## src/rtl/matrix_slot_allocator.sv

```systemverilog
// matrix_slot_allocator: owns the matrix RAM slot table, hands out base addresses with
// per-dimension oldest-first replacement, and resolves (m, n, idx) lookups.
module matrix_slot_allocator #(
  parameter int NUM_SLOTS   = 20,
  parameter int SLOT_WORDS  = 25,
  parameter int MAX_PER_DIM = 2,
  parameter int ADDR_W      = 9
) (
  input  logic              clk,
  input  logic              rst,
  input  logic              alloc_req,
  input  logic [2:0]        alloc_m,
  input  logic [2:0]        alloc_n,
  output logic              alloc_ready,
  output logic              alloc_fail,
  output logic [ADDR_W-1:0] base_addr,
  input  logic              commit,
  input  logic              abort,
  input  logic              query_req,
  input  logic [2:0]        query_m,
  input  logic [2:0]        query_n,
  input  logic [1:0]        query_idx,
  output logic              query_valid,
  output logic              query_hit,
  output logic [ADDR_W-1:0] query_addr,
  output logic [1:0]        dim_count,
  output logic [4:0]        total_count,
  output logic              busy
);
  localparam int IW = $clog2(NUM_SLOTS);
  localparam logic [IW-1:0] LAST = IW'(NUM_SLOTS - 1);
  localparam logic [1:0] TOP_ORD = 2'(MAX_PER_DIM - 1);
  localparam logic [1:0] MAXC = 2'(MAX_PER_DIM);
  if (NUM_SLOTS * SLOT_WORDS > (1 << ADDR_W)) begin : g_bad_addr_w
    $error("ADDR_W too small for NUM_SLOTS*SLOT_WORDS");
  end
  typedef enum logic [2:0] {IDLE, SCAN, DECIDE, PENDING, COMMIT, QSCAN} state_t;
  state_t state_q, state_d;
  logic tv_q [NUM_SLOTS];
  logic [2:0] tm_q [NUM_SLOTS];
  logic [2:0] tn_q [NUM_SLOTS];
  logic [1:0] to_q [NUM_SLOTS];
  logic [2:0] m_q, m_d, n_q, n_d;
  logic [1:0] qidx_q, qidx_d, cnt_q, cnt_d;
  logic [IW-1:0] idx_q, idx_d, vic_idx_q, vic_idx_d, free_idx_q, free_idx_d, tgt_q, tgt_d;
  logic [ADDR_W-1:0] acc_q, acc_d, vic_addr_q, vic_addr_d, free_addr_q, free_addr_d;
  logic [ADDR_W-1:0] hit_addr_q, hit_addr_d, base_q, base_d, qaddr_q, qaddr_d;
  logic free_found_q, free_found_d, hit_q, hit_d, repl_q, repl_d;
  logic ready_q, ready_d, fail_q, fail_d, qvalid_q, qvalid_d, qhit_q, qhit_d;
  logic [1:0] dc_q, dc_d;
  logic [4:0] total_q, total_d;
  logic dims_ok, last, cur_match, append_ok, replace_ok, tbl_we;
  logic [1:0] wr_ord;
  assign dims_ok = alloc_m != 3'd0 && alloc_m <= 3'd5 && alloc_n != 3'd0 && alloc_n <= 3'd5;
  assign last = idx_q == LAST;
  assign cur_match = tv_q[idx_q] && tm_q[idx_q] == m_q && tn_q[idx_q] == n_q;
  assign append_ok = cnt_q < MAXC && free_found_q;
  assign replace_ok = cnt_q == MAXC;
  always_ff @(posedge clk or posedge rst)
    if (rst) state_q <= IDLE;
    else state_q <= state_d;
  always_comb begin
    state_d = state_q;
    case (state_q)
      IDLE:    state_d = alloc_req ? (dims_ok ? SCAN : IDLE) : (query_req ? QSCAN : IDLE);
      SCAN:    state_d = last ? DECIDE : SCAN;
      DECIDE:  state_d = (append_ok || replace_ok) ? PENDING : IDLE;
      PENDING: state_d = abort ? IDLE : (commit ? COMMIT : PENDING);
      COMMIT:  state_d = last ? IDLE : COMMIT;
      QSCAN:   state_d = last ? IDLE : QSCAN;
      default: state_d = IDLE;
    endcase
  end
  always_comb begin
    {m_d, n_d, qidx_d, cnt_d, idx_d} = {m_q, n_q, qidx_q, cnt_q, idx_q};
    {vic_idx_d, vic_addr_d, free_idx_d, free_addr_d, free_found_d} =
      {vic_idx_q, vic_addr_q, free_idx_q, free_addr_q, free_found_q};
    {acc_d, hit_d, hit_addr_d, tgt_d, repl_d, base_d} = {acc_q, hit_q, hit_addr_q, tgt_q, repl_q, base_q};
    {qhit_d, qaddr_d, dc_d, total_d} = {qhit_q, qaddr_q, dc_q, total_q};
    {ready_d, fail_d, qvalid_d, tbl_we} = '0;
    wr_ord = (idx_q == tgt_q) ? (repl_q ? TOP_ORD : cnt_q) : to_q[idx_q] - 2'd1;
    case (state_q)
      IDLE: begin
        {cnt_d, idx_d, acc_d, free_found_d, hit_d, hit_addr_d} = '0;
        if (alloc_req) begin
          {m_d, n_d} = {alloc_m, alloc_n};
          fail_d = !dims_ok;
        end else if (query_req)
          {m_d, n_d, qidx_d} = {query_m, query_n, query_idx};
      end
      SCAN, QSCAN: begin
        idx_d = last ? '0 : idx_q + 1'b1;
        acc_d = acc_q + ADDR_W'(SLOT_WORDS);
        cnt_d = cur_match ? cnt_q + 2'd1 : cnt_q;
        if (state_q == SCAN) begin
          if (cur_match && to_q[idx_q] == 2'd0) {vic_idx_d, vic_addr_d} = {idx_q, acc_q};
          if (!tv_q[idx_q] && !free_found_q) {free_found_d, free_idx_d, free_addr_d} = {1'b1, idx_q, acc_q};
        end else begin
          if (cur_match && to_q[idx_q] == qidx_q) {hit_d, hit_addr_d} = {1'b1, acc_q};
          if (last) {qvalid_d, qhit_d, qaddr_d, dc_d} = {1'b1, hit_d, hit_addr_d, cnt_d};
        end
      end
      DECIDE: begin
        dc_d = cnt_q;
        idx_d = '0;
        if (append_ok) {tgt_d, base_d, repl_d, ready_d} = {free_idx_q, free_addr_q, 1'b0, 1'b1};
        else if (replace_ok) {tgt_d, base_d, repl_d, ready_d} = {vic_idx_q, vic_addr_q, 1'b1, 1'b1};
        else fail_d = 1'b1;
      end
      COMMIT: begin
        idx_d = last ? '0 : idx_q + 1'b1;
        tbl_we = idx_q == tgt_q || (repl_q && cur_match);
        if (last && !repl_q) total_d = total_q + 5'd1;
      end
      default: ;
    endcase
  end
  always_ff @(posedge clk or posedge rst)
    if (rst) begin
      tv_q <= '{default: 1'b0};
      tm_q <= '{default: 3'd0};
      tn_q <= '{default: 3'd0};
      to_q <= '{default: 2'd0};
    end else if (tbl_we) begin
      tv_q[idx_q] <= 1'b1;
      tm_q[idx_q] <= m_q;
      tn_q[idx_q] <= n_q;
      to_q[idx_q] <= wr_ord;
    end
  always_ff @(posedge clk or posedge rst)
    if (rst) begin
      {m_q, n_q, qidx_q, cnt_q, idx_q} <= '0;
      {vic_idx_q, vic_addr_q, free_idx_q, free_addr_q, free_found_q} <= '0;
      {acc_q, hit_q, hit_addr_q, tgt_q, repl_q, base_q} <= '0;
      {qhit_q, qaddr_q, dc_q, total_q, ready_q, fail_q, qvalid_q} <= '0;
    end else begin
      {m_q, n_q, qidx_q, cnt_q, idx_q} <= {m_d, n_d, qidx_d, cnt_d, idx_d};
      {vic_idx_q, vic_addr_q, free_idx_q, free_addr_q, free_found_q} <=
        {vic_idx_d, vic_addr_d, free_idx_d, free_addr_d, free_found_d};
      {acc_q, hit_q, hit_addr_q, tgt_q, repl_q, base_q} <= {acc_d, hit_d, hit_addr_d, tgt_d, repl_d, base_d};
      {qhit_q, qaddr_q, dc_q, total_q, ready_q, fail_q, qvalid_q} <=
        {qhit_d, qaddr_d, dc_d, total_d, ready_d, fail_d, qvalid_d};
    end
  assign alloc_ready = ready_q;
  assign alloc_fail = fail_q;
  assign base_addr = base_q;
  assign query_valid = qvalid_q;
  assign query_hit = qhit_q;
  assign query_addr = qaddr_q;
  assign dim_count = dc_q;
  assign total_count = total_q;
  assign busy = state_q != IDLE;
endmodule

```

## config.mk

```make
export PLATFORM = sky130hd
export DESIGN_NAME = matrix_slot_allocator
export DESIGN_NICKNAME = d
export VERILOG_FILES = /design/src/rtl/matrix_slot_allocator.sv
export SDC_FILE = /design/constraint.sdc
export NUM_CORES = 1
export LEC_CHECK = 0
export ABC_AREA = 1
export CORE_ASPECT_RATIO = 1.75
export CORE_MARGIN = 10
export CORE_UTILIZATION = 55
export CTS_CLUSTER_SIZE = 20
export DETAILED_ROUTE_END_ITERATION = 12
export PLACE_DENSITY = 0.73
export SETUP_SLACK_MARGIN = 0.05
export SYNTH_ARGS = -nofsm -noshare
export SYNTH_HDL_FRONTEND = slang
export SYNTH_SLANG_ARGS = --single-unit
```

## constraint.sdc

```tcl
create_clock -name clk -period 19.3 [get_ports clk]
set_clock_uncertainty 0.1 [all_clocks]
set_input_delay 1.93 -clock clk [delete_from_list [all_inputs] [get_ports clk]]
set_output_delay 1.93 -clock clk [all_outputs]
set_load 0.005 [all_outputs]
```

==> results.txt <==
Starting Density: 0.557
CTS clk-pin slew, worst paths: 0.07 ns
Leak pwr: 8.01 nW
Worst relative slew slack: 0.261
Post-synth cell types: 44
WP data required: 19.64 ns
Iter 0 DRT Violations: 1,320
Int Power: 1.23 mW
Endpoint class of the critical path: flop
Avg Cell Area, Syn: 7.87 µm²
GP Congestion: 0.943
#FFs+latches synth: 281
RSZ-0062 raised after global routing: false
Comb pwr share: 0.415
WHS Path Cells: 2
Status: completed
Part of the cycle the worst path needs: 0.268
Layout Nets: 1,846
Area share of the largest cell type after synthesis: 0.488
Port bufs: 49
Fillers: 2,267
Power share of the sequential group: 0.349
Total die area: 33,300 µm²
Setup_tns: 0 ns
Synth Warn #: 0
Setup CP Type: reg2reg
Die Y-Extent: 234 µm
Routed WL: 42.1 mm
Layout cell share with drive strength beyond 1: 0.0604
DRC viols: 0
CTS tree: built
Overall Global Routing Usage: 0.251
Worst R2R Path Depth: 18
VDD IR-drop max: 0.000117 V
Gate count of the mapped netlist: 1,832
Setup Viol. Count Final: 0
Number of flops mapped to enable cells by yosys: 0
Area Overhead vs Synth: 8.93%
First-pass DRT Iterations: 5
Max-Cap Viols: 0
Switching Share: 0.460
Worst min path class: reg2reg
Register area share after synthesis: 0.488
Grt ovf: 0
Avg Vias per Cell: 5.93
Worst-Margin Slew: 1.11 ns
Ranking of synthesized cells by area: dfrtp_1, nand2_1, nand4_1
Post-synthesis cell area: 14,400 µm²
Hold Fails Final Rpt: 0
Placed cell areas: 14,800 µm²
Clk pwr share: 0.237
Max Freq: 193 MHz
Initial antenna violation count: 0
Final instance area: 15,700 µm²
Clock sink count: 281
Switch Pwr: 1.05 mW
Clk root buf: clkbuf_16
Vias in the first global route: 12,500
Syn_nets: 1,859
CP Launch Type: flop
WL per Instance: 19.5 µm
Longest Clk Path Bufs: 3
Hold-fix buffers, CTS: 0
Detail Placement HPWL: 27.2 mm
Post-synth top flop: dfrtp_1
Fin util: 0.607
Setup bufs post-CTS: 0
CP Data Arrival Time: 5.51 ns
Routed Antenna Nets: 0
Min Tclk post-route: 5.17 ns
Yosys top cell by area: dfrtp_1
Placement row count: 78
CTS Buf Count: 26
Ports: 50
Global-route wire length before repair: 67.2 mm
Crit-path max FO: 116
H-tree Lvls: 1
Slew Viols, Final: 0
Post_cts resized: 0
Die X: 142 µm
Core Region: 25,900 µm²
Ys async rst share: 1.00
Pwr dens: 145 nW/µm²
Via count: 12,800
Ant diodes: 0
Largest net degree at the start of global routing: 145
Skew-Pair Late Insertion Delay: 0.56 ns
## flip-flops by register name (all words and copies together) (netlist names), 3 cells and up
signal       count
tn_q            60
to_q            40
acc_q            9
query_addr       9
total_count      5
hit_addr_q       9
vic_addr_q       9
free_idx_q       5
idx_q            5
base_addr        9
free_addr_q      9
tgt_q            5
state_q          3
n_q              3
vic_idx_q        5
m_q              3
tv_q            20
tm_q            60
## worst max-delay path: stages (launching register included)
cell and delay [ns]:
dfrtp_2 0.68, inv_2 0.72, buf_4 0.53, nand2_1 0.11, nand3_1 0.09, nand2_1 0.06, nand2_1 0.07, nand3_1 0.10
nor2_1 0.10, nor2_1 0.04, nor2_1 0.09, nand2_1 0.08, nor2_4 0.17, nand3_4 0.12, nand2_8 0.56, buf_4 0.72
nand3_1 0.42, nand2_1 0.15, nand2_1 0.06
## metrics by stage
step / std cells / hold WS [ns] / power (mW) / worst slack, ns
3_3_place_gp: 2111 / 0.338 / 1.71 / 14.25
3_5_place_dp: 2111 / 0.346 / 1.73 / 14.17
5_1_grt: 2157 / 0.376 / 2.41 / 13.68
2_1_floorplan: 1832 / 0.323 / 1.46 / 9.52
4_1_cts: 2157 / 0.362 / 2.27 / 14.15
6_report: 2157 / 0.362 / 2.28 / 14.13
## cell type report
| type | count | area (µm²) | area share |
|---|---|---|---|
| clock buffers | 34 | 742 | 0.0473 |
| clock inverters | 12 | 138 | 0.00877 |
| inverters | 143 | 547 | 0.0348 |
| multi-input cells | 1298 | 6190 | 0.395 |
| flip-flops and latches | 281 | 7030 | 0.448 |
| well taps | 320 | 400 | 0.0255 |
| repair buffers | 69 | 641 | 0.0408 |
## synth_stat cells, drive strengths merged, types with 2 or more instances
cell type	n
nand2	648
buf	54
o21bai	5
a21oi	14
o22ai	17
mux2i	2
a31oi	14
inv	138
nand4	163
clkinv	5
xor2	8
ha	7
nor2	159
nor3	7
clkbuf	56
or2	5
xnor2	2
o21ai	128
o211ai	7
dfrtp	281
nand3	106
## metal layers
layer / up-vias / GRT usage / part of all wire
met5: - / 0 / 0
met4: 0 / 0.142 / 0.058
met3: 146 / 0.0371 / 0.068
met2: 568 / 0.419 / 0.49
met1: 6107 / 0.304 / 0.38
li1: 5967 / - / -
## logic make-up after synthesis
logic type | count (synthesis) | share of synthesized area
fa+ha+maj | 7 | 0.00608
simple gates | 1088 | 0.342
compound gates | 190 | 0.0718
mux | 3 | 0.00217
buf+inv | 253 | 0.0838
flops | 281 | 0.488
xor+xnor | 10 | 0.00608
## cells in the final DEF, fill, tap and decap left out, drive strengths merged
cell type | netlist | final
o22ai | 17 | 17
nand3 | 106 | 106
a21oi | 14 | 14
a21o | 1 | 1
o21ai | 128 | 128
o21a | 1 | 1
clkbuf | 56 | 34
clkinv | 5 | 13
o211ai | 7 | 7
clkdlybuf4s50 | 0 | 49
xor2 | 8 | 8
bufinv | 0 | 3
o31ai | 1 | 1
or2 | 5 | 5
a31oi | 14 | 14
buf | 54 | 20
o21bai | 5 | 5
nand4 | 163 | 163
mux2 | 1 | 1
mux2i | 2 | 2
a221oi | 1 | 1
dfrtp | 281 | 281
ha | 7 | 7
xnor2 | 2 | 2
nor2 | 159 | 159
nor3 | 7 | 7
inv | 138 | 138
clkinvlp | 0 | 1
o32ai | 1 | 1
nand2 | 648 | 648
## power by group through the flow
stage / Sequential, mW / Combinational [mW] / Clock [mW]
floorplan: 0.746 / 0.716 / 0
global placement: 0.798 / 0.915 / 0
detailed placement: 0.801 / 0.928 / 0
CTS: 0.792 / 0.931 / 0.543
global route: 0.807 / 1.03 / 0.568
finish: 0.795 / 0.946 / 0.540
## final timing paths
path / slack [ns] / start / to
worst max-delay path: 14.13 / idx_q[0] / to_q[17]
worst min-delay path: 0.36 / tv_q[6] / tv_q[6]
worst max register to register: 14.13 / idx_q[0] / to_q[17]
worst min register to register: 0.36 / tv_q[6] / tv_q[6]
max in group asynchronous: 15.52 / rst / tm_q[54]
min in group asynchronous: 1.84 / rst / tn_q[33]
Power figures use the tool's default switching activity.
